[src/rtl/softmax_dat_feeder_if.sv]
// Read-master and softmax-stream bundle of the feature-map feeder.
// master = feeder side, slave = memory/softmax side.
interface softmax_dat_feeder_if #(
  parameter int DAT_DW     = 16,
  parameter int TOUT       = 8,
  parameter int LOG2_BURST = 3,
  parameter int CH_W       = 12,
  parameter int AW         = 32
);
  logic                   rd_req_vld;
  logic                   rd_req_rdy;
  logic [AW-1:0]          rd_req_addr;
  logic [DAT_DW*TOUT-1:0] rd_resp_dat;
  logic                   rd_resp_vld;
  logic                   rd_resp_rdy;
  logic [DAT_DW*TOUT-1:0] dat_out;
  logic                   dat_out_vld;
  logic                   dat_out_rdy;
  logic [LOG2_BURST-1:0]  wr_addr;
  logic [CH_W-1:0]        ch_addr;

  modport master (
    output rd_req_vld,
    output rd_req_addr,
    input  rd_req_rdy,
    input  rd_resp_dat,
    input  rd_resp_vld,
    output rd_resp_rdy,
    output dat_out,
    output dat_out_vld,
    output wr_addr,
    output ch_addr,
    input  dat_out_rdy
  );

  modport slave (
    input  rd_req_vld,
    input  rd_req_addr,
    output rd_req_rdy,
    output rd_resp_dat,
    output rd_resp_vld,
    input  rd_resp_rdy,
    input  dat_out,
    input  dat_out_vld,
    input  wr_addr,
    input  ch_addr,
    output dat_out_rdy
  );
endinterface

[src/rtl/softmax_dat_feeder.sv]
// Walks a feature map (pixel group, channel group, lane), issues word
// reads and forwards the in-order responses tagged with lane/group.
module softmax_dat_feeder #(
  parameter int DAT_DW     = 16,
  parameter int TOUT       = 8,
  parameter int BURST_LEN  = 8,
  parameter int LOG2_BURST = 3,
  parameter int CH_W       = 12,
  parameter int PIX_W      = 16,
  parameter int AW         = 32,
  parameter int OUTSTD     = 4
) (
  input  logic             clk,
  input  logic             rst,
  input  logic             start,
  input  logic [AW-1:0]    base_addr,
  input  logic [CH_W-1:0]  ch_in,
  input  logic [PIX_W-1:0] pixel_num,
  output logic             busy,
  output logic             done,
  softmax_dat_feeder_if.master bus
);

  localparam int DW        = DAT_DW * TOUT;
  localparam int LOG2_TOUT = $clog2(TOUT);
  localparam int LOG2_OUT  = $clog2(OUTSTD);
  localparam int CNT_W     = LOG2_OUT + 1;
  localparam int TAG_W     = LOG2_BURST + CH_W;
  localparam int PX_W      = PIX_W + 2;

  typedef enum logic [1:0] {
    IDLE,
    REQ,
    DRAIN,
    DONE
  } state_t;

  state_t                state_q, state_d;
  logic                  busy_q, busy_d;
  logic                  done_q, done_d;
  logic [PIX_W-1:0]      pn_q, pn_d;
  logic [CH_W-1:0]       chg_q, chg_d;
  logic [AW-1:0]         grp_q, grp_d;
  logic [AW-1:0]         row_q, row_d;
  logic [PX_W-1:0]       gpix_q, gpix_d;
  logic [CH_W-1:0]       c_q, c_d;
  logic [LOG2_BURST-1:0] p_q, p_d;

  logic [TAG_W-1:0]      tag_q [OUTSTD];
  logic [TAG_W-1:0]      tag_d [OUTSTD];
  logic [LOG2_OUT-1:0]   wp_q, wp_d;
  logic [LOG2_OUT-1:0]   rp_q, rp_d;
  logic [CNT_W-1:0]      cnt_q, cnt_d;

  logic                  full_q, full_d;
  logic [DW-1:0]         dat_q, dat_d;
  logic [LOG2_BURST-1:0] wr_q, wr_d;
  logic [CH_W-1:0]       ch_q, ch_d;

  logic [CH_W:0]         ch_sum;
  logic [CH_W-1:0]       chg_calc;
  logic                  tag_full;
  logic                  tag_empty;
  logic                  req_vld;
  logic                  resp_rdy;
  logic                  push;
  logic                  pop;
  logic [PX_W-1:0]       lane_nxt;
  logic [PX_W-1:0]       gpix_nxt;
  logic                  last_lane;
  logic                  last_chg;
  logic                  last_grp;

  assign ch_sum   = {1'b0, ch_in} + (CH_W+1)'(TOUT-1);
  assign chg_calc = CH_W'(ch_sum >> LOG2_TOUT);

  assign tag_full  = (cnt_q == CNT_W'(OUTSTD));
  assign tag_empty = (cnt_q == '0);
  assign req_vld   = (state_q == REQ) && !tag_full;
  // A stray beat with no tag is still accepted so it can be dropped.
  assign resp_rdy  = tag_empty || !full_q || bus.dat_out_rdy;
  assign push      = req_vld && bus.rd_req_rdy;
  assign pop       = bus.rd_resp_vld && resp_rdy && !tag_empty;

  // Lanes past pixel_num only ever trail a group, so the walk
  // jumps straight to the next group when the next lane is out.
  assign lane_nxt  = gpix_q + PX_W'(p_q) + PX_W'(1);
  assign gpix_nxt  = gpix_q + PX_W'(BURST_LEN);
  assign last_lane = (p_q == LOG2_BURST'(BURST_LEN-1)) ||
                     (lane_nxt >= PX_W'(pn_q));
  assign last_chg  = (c_q == chg_q - 1'b1);
  assign last_grp  = (gpix_nxt >= PX_W'(pn_q));

  always_comb begin
    state_d = state_q;
    busy_d  = busy_q;
    done_d  = 1'b0;
    pn_d    = pn_q;
    chg_d   = chg_q;
    grp_d   = grp_q;
    row_d   = row_q;
    gpix_d  = gpix_q;
    c_d     = c_q;
    p_d     = p_q;
    unique case (state_q)
      IDLE: begin
        if (start) begin
          busy_d  = 1'b1;
          pn_d    = pixel_num;
          chg_d   = chg_calc;
          grp_d   = base_addr;
          row_d   = base_addr;
          gpix_d  = '0;
          c_d     = '0;
          p_d     = '0;
          if ((ch_in == '0) || (pixel_num == '0))
            state_d = DONE;
          else
            state_d = REQ;
        end
      end
      REQ: begin
        if (push) begin
          if (!last_lane) begin
            p_d = p_q + 1'b1;
          end else begin
            p_d = '0;
            if (!last_chg) begin
              c_d   = c_q + 1'b1;
              row_d = row_q + AW'(pn_q);
            end else begin
              c_d = '0;
              if (last_grp) begin
                state_d = DRAIN;
              end else begin
                gpix_d = gpix_nxt;
                grp_d  = grp_q + AW'(BURST_LEN);
                row_d  = grp_q + AW'(BURST_LEN);
              end
            end
          end
        end
      end
      DRAIN: begin
        if (tag_empty && !full_q)
          state_d = DONE;
      end
      DONE: begin
        state_d = IDLE;
        busy_d  = 1'b0;
        done_d  = 1'b1;
      end
      default: state_d = IDLE;
    endcase
  end

  always_comb begin
    tag_d  = tag_q;
    wp_d   = wp_q;
    rp_d   = rp_q;
    full_d = full_q;
    dat_d  = dat_q;
    wr_d   = wr_q;
    ch_d   = ch_q;
    if (push) begin
      tag_d[wp_q] = {p_q, c_q};
      wp_d        = wp_q + 1'b1;
    end
    if (pop)
      rp_d = rp_q + 1'b1;
    cnt_d = cnt_q + CNT_W'(push) - CNT_W'(pop);
    if (pop) begin
      full_d       = 1'b1;
      dat_d        = bus.rd_resp_dat;
      {wr_d, ch_d} = tag_q[rp_q];
    end else if (bus.dat_out_rdy) begin
      full_d = 1'b0;
    end
  end

  always_ff @(posedge clk) begin
    if (rst) begin
      state_q <= IDLE;
      busy_q  <= 1'b0;
      done_q  <= 1'b0;
      pn_q    <= '0;
      chg_q   <= '0;
      grp_q   <= '0;
      row_q   <= '0;
      gpix_q  <= '0;
      c_q     <= '0;
      p_q     <= '0;
      for (int i = 0; i < OUTSTD; i++)
        tag_q[i] <= '0;
      wp_q    <= '0;
      rp_q    <= '0;
      cnt_q   <= '0;
      full_q  <= 1'b0;
      dat_q   <= '0;
      wr_q    <= '0;
      ch_q    <= '0;
    end else begin
      state_q <= state_d;
      busy_q  <= busy_d;
      done_q  <= done_d;
      pn_q    <= pn_d;
      chg_q   <= chg_d;
      grp_q   <= grp_d;
      row_q   <= row_d;
      gpix_q  <= gpix_d;
      c_q     <= c_d;
      p_q     <= p_d;
      tag_q   <= tag_d;
      wp_q    <= wp_d;
      rp_q    <= rp_d;
      cnt_q   <= cnt_d;
      full_q  <= full_d;
      dat_q   <= dat_d;
      wr_q    <= wr_d;
      ch_q    <= ch_d;
    end
  end

  assign bus.rd_req_vld  = req_vld;
  assign bus.rd_req_addr = row_q + AW'(p_q);
  assign bus.rd_resp_rdy = resp_rdy;
  assign bus.dat_out     = dat_q;
  assign bus.dat_out_vld = full_q;
  assign bus.wr_addr     = wr_q;
  assign bus.ch_addr     = ch_q;
  assign busy            = busy_q;
  assign done            = done_q;

  a_resp_has_tag: assert property (
    @(posedge clk) disable iff (rst)
    !(bus.rd_resp_vld && tag_empty)
  );

endmodule

[src/flat_wrapper.sv]
// flat-port wrapper written by rule: the top's interface ports become plain ports
module softmax_dat_feeder_flat 
#(
  parameter int DAT_DW     = 16,
  parameter int TOUT       = 8,
  parameter int BURST_LEN  = 8,
  parameter int LOG2_BURST = 3,
  parameter int CH_W       = 12,
  parameter int PIX_W      = 16,
  parameter int AW         = 32,
  parameter int OUTSTD     = 4
)
  (clk, rst, start, base_addr, ch_in, pixel_num, busy, done, bus_rd_req_vld, bus_rd_req_addr, bus_rd_req_rdy, bus_rd_resp_dat, bus_rd_resp_vld, bus_rd_resp_rdy, bus_dat_out, bus_dat_out_vld, bus_wr_addr, bus_ch_addr, bus_dat_out_rdy);
  softmax_dat_feeder_if #(.DAT_DW(DAT_DW), .TOUT(TOUT), .LOG2_BURST(LOG2_BURST), .CH_W(CH_W), .AW(AW)) bus_i ();
  input  logic clk;
  input  logic rst;
  input  logic start;
  input  logic [AW-1:0] base_addr;
  input  logic [CH_W-1:0] ch_in;
  input  logic [PIX_W-1:0] pixel_num;
  output logic busy;
  output logic done;
  output wire logic [$bits(bus_i.rd_req_vld)-1:0] bus_rd_req_vld;
  output wire logic [$bits(bus_i.rd_req_addr)-1:0] bus_rd_req_addr;
  input wire logic [$bits(bus_i.rd_req_rdy)-1:0] bus_rd_req_rdy;
  input wire logic [$bits(bus_i.rd_resp_dat)-1:0] bus_rd_resp_dat;
  input wire logic [$bits(bus_i.rd_resp_vld)-1:0] bus_rd_resp_vld;
  output wire logic [$bits(bus_i.rd_resp_rdy)-1:0] bus_rd_resp_rdy;
  output wire logic [$bits(bus_i.dat_out)-1:0] bus_dat_out;
  output wire logic [$bits(bus_i.dat_out_vld)-1:0] bus_dat_out_vld;
  output wire logic [$bits(bus_i.wr_addr)-1:0] bus_wr_addr;
  output wire logic [$bits(bus_i.ch_addr)-1:0] bus_ch_addr;
  input wire logic [$bits(bus_i.dat_out_rdy)-1:0] bus_dat_out_rdy;
  assign bus_rd_req_vld = bus_i.rd_req_vld;
  assign bus_rd_req_addr = bus_i.rd_req_addr;
  assign bus_i.rd_req_rdy = bus_rd_req_rdy;
  assign bus_i.rd_resp_dat = bus_rd_resp_dat;
  assign bus_i.rd_resp_vld = bus_rd_resp_vld;
  assign bus_rd_resp_rdy = bus_i.rd_resp_rdy;
  assign bus_dat_out = bus_i.dat_out;
  assign bus_dat_out_vld = bus_i.dat_out_vld;
  assign bus_wr_addr = bus_i.wr_addr;
  assign bus_ch_addr = bus_i.ch_addr;
  assign bus_i.dat_out_rdy = bus_dat_out_rdy;
  softmax_dat_feeder #(.DAT_DW(DAT_DW), .TOUT(TOUT), .BURST_LEN(BURST_LEN), .LOG2_BURST(LOG2_BURST), .CH_W(CH_W), .PIX_W(PIX_W), .AW(AW), .OUTSTD(OUTSTD)) u_core (.clk(clk), .rst(rst), .start(start), .base_addr(base_addr), .ch_in(ch_in), .pixel_num(pixel_num), .busy(busy), .done(done), .bus(bus_i));
endmodule
[config.mk]
export PLATFORM = sky130hd
export DESIGN_NAME = softmax_dat_feeder_flat
export DESIGN_NICKNAME = d
export VERILOG_FILES = /design/src/rtl/softmax_dat_feeder_if.sv /design/src/rtl/softmax_dat_feeder.sv /design/src/flat_wrapper.sv
export SDC_FILE = /design/constraint.sdc
export NUM_CORES = 1
export LEC_CHECK = 0
export CORE_MARGIN = 5
export CORE_UTILIZATION = 40
export DETAILED_ROUTE_END_ITERATION = 16
export PLACE_DENSITY = 0.68
export SYNTH_ARGS = -nofsm -noshare
export SYNTH_HDL_FRONTEND = slang
export SYNTH_SLANG_ARGS = --single-unit
[constraint.sdc]
create_clock -name clk -period 3.89 [get_ports clk]
set_input_delay 0.5835 -clock clk [delete_from_list [all_inputs] [get_ports clk]]
set_output_delay 0.5835 -clock clk [all_outputs]
set_load 0.05 [all_outputs]
## Word level (Yosys, flattened, before mapping)

Cells that the tools add are included.

- Register bits after elaboration: 338
- Word-level logic and storage cells: 127
- Input port bits: 194
- Output and inout bits: 180

- Reduce and logical (&&, ||, !) cells: 27
- $add $sub $neg: 14
- $lt $le $gt $ge: 5
- Bitwise logic cells: 2
- Equality and inequality tests: 14
- Muxes and demuxes: 44

Operator list:

| kind | number |
|---|---|
| 32-bit two-way mux | 8 |
| 32-bit case mux with 2 select lines | 2 |
| 18-bit two-way mux | 5 |
| 60-bit bitwise mux | 1 |
| 12-bit two-way mux | 4 |
| 15-bit two-way mux | 3 |
| 18-bit by 16-bit greater-or-equal comparator with 1-bit output | 2 |
| 18-bit case mux with 2 select lines | 1 |
| 32-bit by 16-bit adder with 32-bit output | 1 |
| 32-bit by 3-bit adder with 32-bit output | 1 |
| 32-bit by 4-bit adder with 32-bit output, second input constant | 1 |
| 15-bit binary-select mux with 2-bit select | 1 |
| 15-bit demux with 2-bit select | 1 |
| 12-bit case mux with 2 select lines | 1 |
| 18-bit by 1-bit adder with 18-bit output, second input constant | 1 |
| 18-bit by 3-bit adder with 18-bit output | 1 |
| 18-bit by 4-bit adder with 18-bit output, second input constant | 1 |
| 16-bit zero test | 1 |
| 2-bit two-way mux | 7 |
| 12-bit by 3-bit adder with 13-bit output, second input constant | 1 |
| 12-bit by 1-bit adder with 12-bit output, second input constant | 1 |
| 12-bit equality test | 1 |
| 12-bit zero test | 1 |
| 6-bit AND reduction | 2 |
| other kinds (29) | 57 |

## Logic depth before layout (Yosys ltp)

Gate-level depths: netlist (run 1).

- Depth in word-level cells: 7
- Gate-level depth with buffers: 19
- Depth with buffers taken out: 16

## Worst setup path before layout (run 1)

OpenSTA, ideal clock, no wires.

- Path kind: register -> output
- Start: register u_core.p_q[1]
- End: output bus_rd_req_addr[26]
- Required time: 3306 ps
- Path slack: -132 ps
- Stages on the path, launching flop included: 12
- Path buffers: 1
- Arrival: 3438 ps
- Cells stage by stage: dfxtp_1 -> clkbuf_1 -> inv_1 -> fa_1 -> nand2b_1 -> a21oi_1 -> nor3b_1 -> and3_1 -> nor2b_1 -> nor2b_1 -> nand3_1 -> xnor2_1

- Longest elaborated chain between the ends: 1

Ends and longest elaborated chain:

| element | RTL line | text |
|---|---|---|
| from (decl) | softmax_dat_feeder.sv:47 | `logic [LOG2_BURST-1:0] p_q, p_d;` |
| from (signal assigned) | softmax_dat_feeder.sv:212 | `p_q <= p_d;` |
| 32-bit by 3-bit adder with 32-bit output | softmax_dat_feeder.sv:225 | `assign bus.rd_req_addr = row_q + AW'(p_q);` |
| to (decl) | flat_wrapper.sv:24 | `output wire logic [$bits(bus_i.rd_req_addr)-1:0] bus_rd_req_addr;` |

No other way between the ends.

## Worst setup path in the final report (run 1)

- Start: register u_core.row_q[0]
- End: output bus_rd_req_addr[24]

- Longest elaborated chain between the ends: 1

Ends and longest elaborated chain:

| element | RTL line | text |
|---|---|---|
| from (decl) | softmax_dat_feeder.sv:44 | `logic [AW-1:0] row_q, row_d;` |
| from (signal assigned) | softmax_dat_feeder.sv:209 | `row_q <= row_d;` |
| 32-bit by 3-bit adder with 32-bit output | softmax_dat_feeder.sv:225 |  |

No other way between the ends.

==> flow_summary_export.csv, run 1 <==
group,metric,value,unit
run_status,status,"complete, no violations",
clock_tree,cts.clk_slew.worst_paths,60,ps
worst_setup_path,startpoint_type,"flip-flop",
worst_setup_path,crit_chain,"ha_4 > inv_1 > fa_2 > nand2b_1 > a21oi_1 > buf_4 > nor3b_4 > and3_4 > nor2b_4 > nor2b_4 > buf_4 > xnor2_1 > buf_12",
yosys,synth_commonest_cells,"nand2_1 (579), dfxtp_1 (335), a21oi_1 (309)",
place,pre_cts_ws,60.6,ps
worst_setup_path,cp_slowest_stage_delay,360,ps
floorplan,rows,76,
pwr,peakVddDrop,0.664,mV
timing,finClkSkew,16.3,ps
drt,vias,17200,
global_routing,grt_pass1_wl,90500,um
cells_and_area,ff_latch_area,0.00672,sq mm
global_routing,grt_start_max_net_pins,146,
hold_path,hp-class,"input port to flip-flop",
clock_tree,htreeDepth,2,
clock_tree,insertion_delay,540,ps
worst_setup_path,cpMaxStageDelayCell,"dfxtp_2",
drt,wl,59400,um
floorplan,dieArea,0.0479,sq mm
worst_setup_path,critPathArrivalTime,3180,ps
drt,ant_nets,0,
place,hpwl,43300,um
cells_and_area,n_fill_cell,4070,
place,gp_congestion,0.926,
global_routing,antenna_found_initial,2,
worst_setup_path,crit_required,3310,ps
hold_path,holdPathStages,2,
worst_setup_path,end_kind,"output pin",
clock_tree,cts_tree,"yes",
yosys,synth_edf_count,0,
yosys,synth_largest_area_cell,"dfxtp_1",
worst_setup_path,cp_max_fo,4,
yosys,synthTopCellsByArea,"dfxtp_1 (38%), nand2_1 (12%), a21oi_1 (8.9%)",
pwr,power_density,662,mW/mm^2
yosys,async_reset_ff_share,0,%
timing,post-route-min-period,3770,ps
global_routing,grt_pass1_vias,16400,
timing,finalMaxSlewViolations,0,
clock_tree,numClockSinks,335,
cells_and_area,multi_input_area,0.0100,sq mm
timing,hold_violations,0,
timing,finalCritPeriodShare,96.8,%
drt,drc_errors,0,
yosys,synth_nets,2493,
yosys,yosysWarnings,0,
yosys,synth_ff_type,"dfxtp_1",
pwr,leakagePower,8.66,nW
drt,drtIter0Drc,1435,
global_routing,grt_usage,23.3,%
cells_and_area,area_delta_synth_final,33.4,%
cells_and_area,final_net_count,2801,
cells_and_area,post-route-util,54.0,%
cells_and_area,drive_gt1_share,8.58,%
yosys,synth_seq_cells,335,
timing,worstMarginPinSlew,1070,ps
timing,setup-tns-final,0,ps
worst_setup_path,path_class,"flip-flop to output pin",
timing,finalWorstSetupSlack,125,ps
clock_tree,cts_buffers,39,
worst_setup_path,reg2reg_depth,17,
yosys,netlist_area,0.0175,sq mm
timing,setup_violations,0,
place,place_area,0.0218,sq mm
flow_run,cap_violations,0,
floorplan,initial_core_util,40.5,%
yosys,ys_seq_area_share,38.4,%
drt,wl_per_cell,18.9,um
timing,relSlewSlack,28.5,%
clock_tree,clockBufferDepth,3,
clock_tree,postCtsHoldBufs,0,
timing,rsz0062_at_grt,"yes",
place,port_buffers,373,
yosys,synth_cell_types,92,
floorplan,die_w,219,um
yosys,synthCells,2230,
timing,clock.fmax,266,MHz
drt,vias_per_cell,5.46,
floorplan,die_h,219,um
yosys,yosysMostFrequentCell,"nand2_1",
yosys,yosysTopAreaCellShare,38.4,%
cells_and_area,final_area,0.0233,sq mm
floorplan,io-pin-count,374,
global_routing,grt_overflow_total,0,
floorplan,coreArea,0.0432,sq mm
clock_tree,root_buffer,"clkbuf_16",
drt,drt_pass1_iterations,6,
yosys,syn_avg_cell_area,7.83,sq um
flip-flops by register name, indices dropped and copies added, names as in the netlist:
signal                  flops
u_core.state_q              2
u_core.done                 1
u_core.tag_q               60
u_core.wp_q                 2
u_core.bus.ch_addr         12
u_core.bus.dat_out_vld      1
u_core.pn_q                16
u_core.c_q                 12
u_core.rp_q                 2
u_core.bus.dat_out        128
u_core.busy                 1
u_core.gpix_q              15
u_core.cnt_q                3
u_core.row_q               32
u_core.grp_q               32
u_core.p_q                  3
u_core.chg_q               10
u_core.bus.wr_addr          3
where the power goes:
group          total, mW  switching [mW]  internal, mW
clock network       3.64            1.45          2.19
logic               6.96            4.36          2.59
registers           4.83           0.745          4.08
per-stage QoR:
| stage | hold WS (ps) | power [mW] | std cells |
|---|---|---|---|
| 3_5_place_dp | 446 | 11.7 | 3074 |
| 5_1_grt | 464 | 16.2 | 3151 |
| 2_1_floorplan | 432 | 9.34 | 2230 |
| 6_report | 444 | 15.4 | 3151 |
| 4_1_cts | 429 | 15.4 | 3141 |
| 3_3_place_gp | 440 | 11.6 | 3074 |
metal layers:
| layer | vias to the layer above | share of wire, % | track usage (%) | wire length, um |
|---|---|---|---|---|
| met5 | - | 0 | 0 | 0 |
| met4 | 0 | 2.9 | 7.77 | 1720 |
| met3 | 109 | 6.8 | 3.53 | 4030 |
| met2 | 620 | 50 | 40.6 | 29500 |
| li1 | 8324 | - | - | - |
| met1 | 8152 | 41 | 29.6 | 24200 |
area by class of cell:
cell class | count | area share [%]
Antenna cell | 2 | 0.0215
Clock buffer | 59 | 5.17
Clock inverter | 8 | 0.301
Inverter | 57 | 0.929
Multi-Input combinational cell | 1680 | 43.0
Sequential cell | 335 | 28.8
Tap cell | 585 | 3.14
Timing Repair Buffer | 425 | 18.6
path summary, 6_finish.rpt:
kind / slack (ps) / startpoint / end
setup / recovery: 120 / u_core.row_q[0]$_SDFFE_PP0P_ / bus_rd_req_addr[24]
hold / removal: 440 / rst / u_core.pn_q[10]$_SDFFE_PP0P_
setup reg to reg: 240 / u_core.gpix_q[4]$_SDFFE_PP0P_ / u_core.row_q[25]$_SDFFE_PP0P_
hold reg to reg: 450 / u_core.bus.dat_out[67]$_SDFFE_PP0P_ / u_core.bus.dat_out[67]$_SDFFE_PP0P_
kinds of logic after synthesis:
family | synth area share [%]
simple gates | 23.3
flops | 38.4
compound gates | 19.5
buf+inv | 5.00
xor+xnor | 6.07
fa+ha+maj | 5.07
mux | 2.57
critical path: cells and delay by family, from the launching register on:
family | cells | cell delay [ps]
XOR/XNOR | 1 | 160
AO/OA/AOI/OAI | 1 | 160
AND/OR/NAND/NOR | 5 | 950
buffers and inverters | 4 | 510
flip-flops | 1 | 360
adder cells (fa/ha/maj) | 2 | 490
placed cells by master, fill, tap and decap left out, drive strengths merged, types with 15 or more instances in the layout:
master	count
o31ai	22
nand2	579
and3	21
mux4	15
a21oi	309
nor3	29
xor2	63
nor2	111
nand4	32
or2	17
xnor2	58
o21ai	35
a21o	30
a211oi	38
nand3	54
ha	66
nor2b	17
clkdlybuf4s50	352
dfxtp	335
buf	71
clkbuf	59
inv	56
repair_timing:
action                                  CTS  global route
resized for setup                        13            25
setup buffers                             0             8
endpoints found under the setup margin   11           101
pin swaps                                 2             3
Note: power is estimated with default switching activity, not from simulation.
==> inputs of run 2 (changes only) <==
--- a/config.mk
+++ b/config.mk
@@ -5,7 +5,6 @@
 export SDC_FILE = /design/constraint.sdc
 export NUM_CORES = 1
 export LEC_CHECK = 0
-export CORE_MARGIN = 5
 export CORE_UTILIZATION = 40
 export DETAILED_ROUTE_END_ITERATION = 16
 export PLACE_DENSITY = 0.68
==> run 2 against run 1 <==
Net effect:
- combinational power is 0.6% higher
- register-to-register slack worse by 20 ps
- setup slack better by 16 ps
- sequential share of layout area shrank 0.14 points
- flip-flop and latch count did not move
- via count unchanged
- die area decreased by 7.2%
- critical path depth is 5 lower
- routed wire length decreased by 4.7%
- global-route usage increased by 1.0 points
- critical endpoint is now bus_rd_req_addr[15]
- largest cell class unchanged
- largest power group unchanged
==> flow_summary_export.csv, run 2 (same netlist as run 1, synthesis figures left out) <==
group,metric,value,unit
timing,clock.fmax,267,MHz
clock_tree,cts_buffers,39,
clock_tree,insertion_delay,550,ps
timing,hold_ws,365,ps
drt,top_layer,"met5",
clock_tree,numClockSinks,335,
cells_and_area,mostFrequentLayoutCell,"nand2_1",
drt,ant_nets,0,
timing,post-route-min-period,3750,ps
cells_and_area,final_net_count,2806,
timing,rsz0062_at_grt,"yes",
place,gp_congestion,0.918,
worst_setup_path,startpoint_type,"flip-flop",
global_routing,antenna_found_initial,1,
pwr,leakagePower,8.68,nW
floorplan,rows,76,
worst_setup_path,path_class,"flip-flop to output pin",
drt,wl_met2,27400,um
timing,finalCritPeriodShare,96.4,%
clock_tree,cts_tree,"yes",
floorplan,die_w,211,um
global_routing,grt_usage,24.3,%
floorplan,initial_core_util,40.5,%
drt,routedLengthMet1,23800,um
hold_path,hp-class,"input port to flip-flop",
flow_run,cap_violations,0,
run_status,status,"complete, no violations",
cells_and_area,n_antenna_cell,0,
cells_and_area,area_delta_synth_final,34.0,%
clock_tree,clockBufferDepth,3,
cells_and_area,largest_reg_flops,128,
timing,hold_violations,0,
worst_setup_path,crit_required,3310,ps
clock_tree,cts.clk_slew.worst_paths,60,ps
hold_path,holdPathStages,2,
cells_and_area,n_fill_cell,3949,
place,pre_cts_ws,107,ps
global_routing,grt_pass1_vias,16300,
drt,wl_met3,3550,um
place,port_buffers,373,
drt,wl,56600,um
timing,setup_violations,0,
global_routing,grt_pass1_wl,86700,um
drt,vias,17200,
drt,drtIter0Drc,1463,
drt,drt_pass1_iterations,5,
pwr,peakVddDrop,0.579,mV
worst_setup_path,end_kind,"output pin",
cells_and_area,mostFrequentLayoutCells,"nand2_1 (578), clkdlybuf4s50_1 (354), dfxtp_1 (328)",
global_routing,grt_overflow_total,0,
worst_setup_path,critPathArrivalTime,3170,ps
clock_tree,postCtsHoldBufs,0,
global_routing,grt_start_max_net_pins,184,
timing,finClkSkew,19.3,ps
drt,wl_per_cell,17.9,um
place,hpwl,39800,um
drt,vias_per_cell,5.45,
floorplan,dieArea,0.0445,sq mm
timing,finalMaxSlewViolations,0,
drt,drc_errors,0,
timing,finalWorstSetupSlack,140,ps
floorplan,coreArea,0.0431,sq mm
timing,relSlewSlack,28.1,%
worst_setup_path,reg2reg_depth,16,
cells_and_area,drive_gt1_share,9.06,%
clock_tree,htreeDepth,2,
floorplan,die_h,211,um
pwr,power_density,664,mW/mm^2
floorplan,io-pin-count,374,
clock_tree,root_buffer,"clkbuf_16",
timing,worstMarginPinSlew,1080,ps
worst_setup_path,cp_max_fo,6,
==> run 2: changes by cell type in the layout (fill, tap and decap cells not counted), moves of 3 or more <==
cell,before,now
nor2_2,3,6
clkbuf_8,11,5
bufinv_16,1,4
nor2_1,108,105
==> run 2: where the power goes <==
group / internal [mW] / total [mW] / switching [mW]
clock network: 2.26 / 3.76 / 1.50
registers: 4.08 / 4.79 / 0.706
logic: 2.57 / 7.00 / 4.42
==> run 2: final timing paths <==
| check | start | slack (ps) | end |
|---|---|---|---|
| hold reg to reg | u_core.bus.dat_out[83]$_SDFFE_PP0P_ | 450 | u_core.bus.dat_out[83]$_SDFFE_PP0P_ |
| hold / removal | rst | 360 | u_core.busy$_SDFFE_PP0P_ |
| setup / recovery | u_core.p_q[1]$_SDFFE_PP0P_ | 140 | bus_rd_req_addr[15] |
| setup reg to reg | u_core.gpix_q[3]$_SDFFE_PP0P_ | 220 | u_core.grp_q[9]$_SDFFE_PP0P_ |
==> run 2: per-layer routing <==
layer | vias up | track usage [%]
met5 | - | 0
met4 | 2 | 9.65
met3 | 108 | 3.66
met2 | 590 | 41.2
met1 | 8184 | 31.0
li1 | 8321 | -
==> run 2: area by class of cell <==
cell class              instances  area, sq um  share of cell area, %
clock buffers                  51         1090                   4.67
clock inverters                18          224                  0.957
inverters                      57          216                  0.925
multi-input cells            1684        10100                   43.2
flip-flops and latches        335         6720                   28.7
well taps                     585          732                   3.13
repair buffers                426         4310                   18.4
==> run 2: worst max-delay path: stages, from the launching register on <==
cell	delay [ps]
dfxtp_2	350
buf_4	180
ha_1	280
a21o_1	130
a21oi_1	120
or2_4	320
nor3_4	230
xor2_1	180
clkdlybuf4s50_1	830
==> run 2: through the flow <==
step,utilization (%),std cells,power (mW),area [sq um],setup TNS (ps)
final,54.3,3156,15.5,23400,0
after global routing,54.3,3156,16.3,23400,-574
after CTS,53.8,3142,15.4,23200,0
after detailed placement,50.6,3073,11.6,21800,0
after global placement,50.6,3073,11.5,21800,0
after floorplan,-,2230,9.34,17500,0
==> run 2: repair_timing <==
action | CTS | global route
gates cloned | 0 | 4
resized for setup | 16 | 30
setup endpoints to repair | 12 | 87
pin swaps | 1 | 4
buffers inserted | 0 | 10
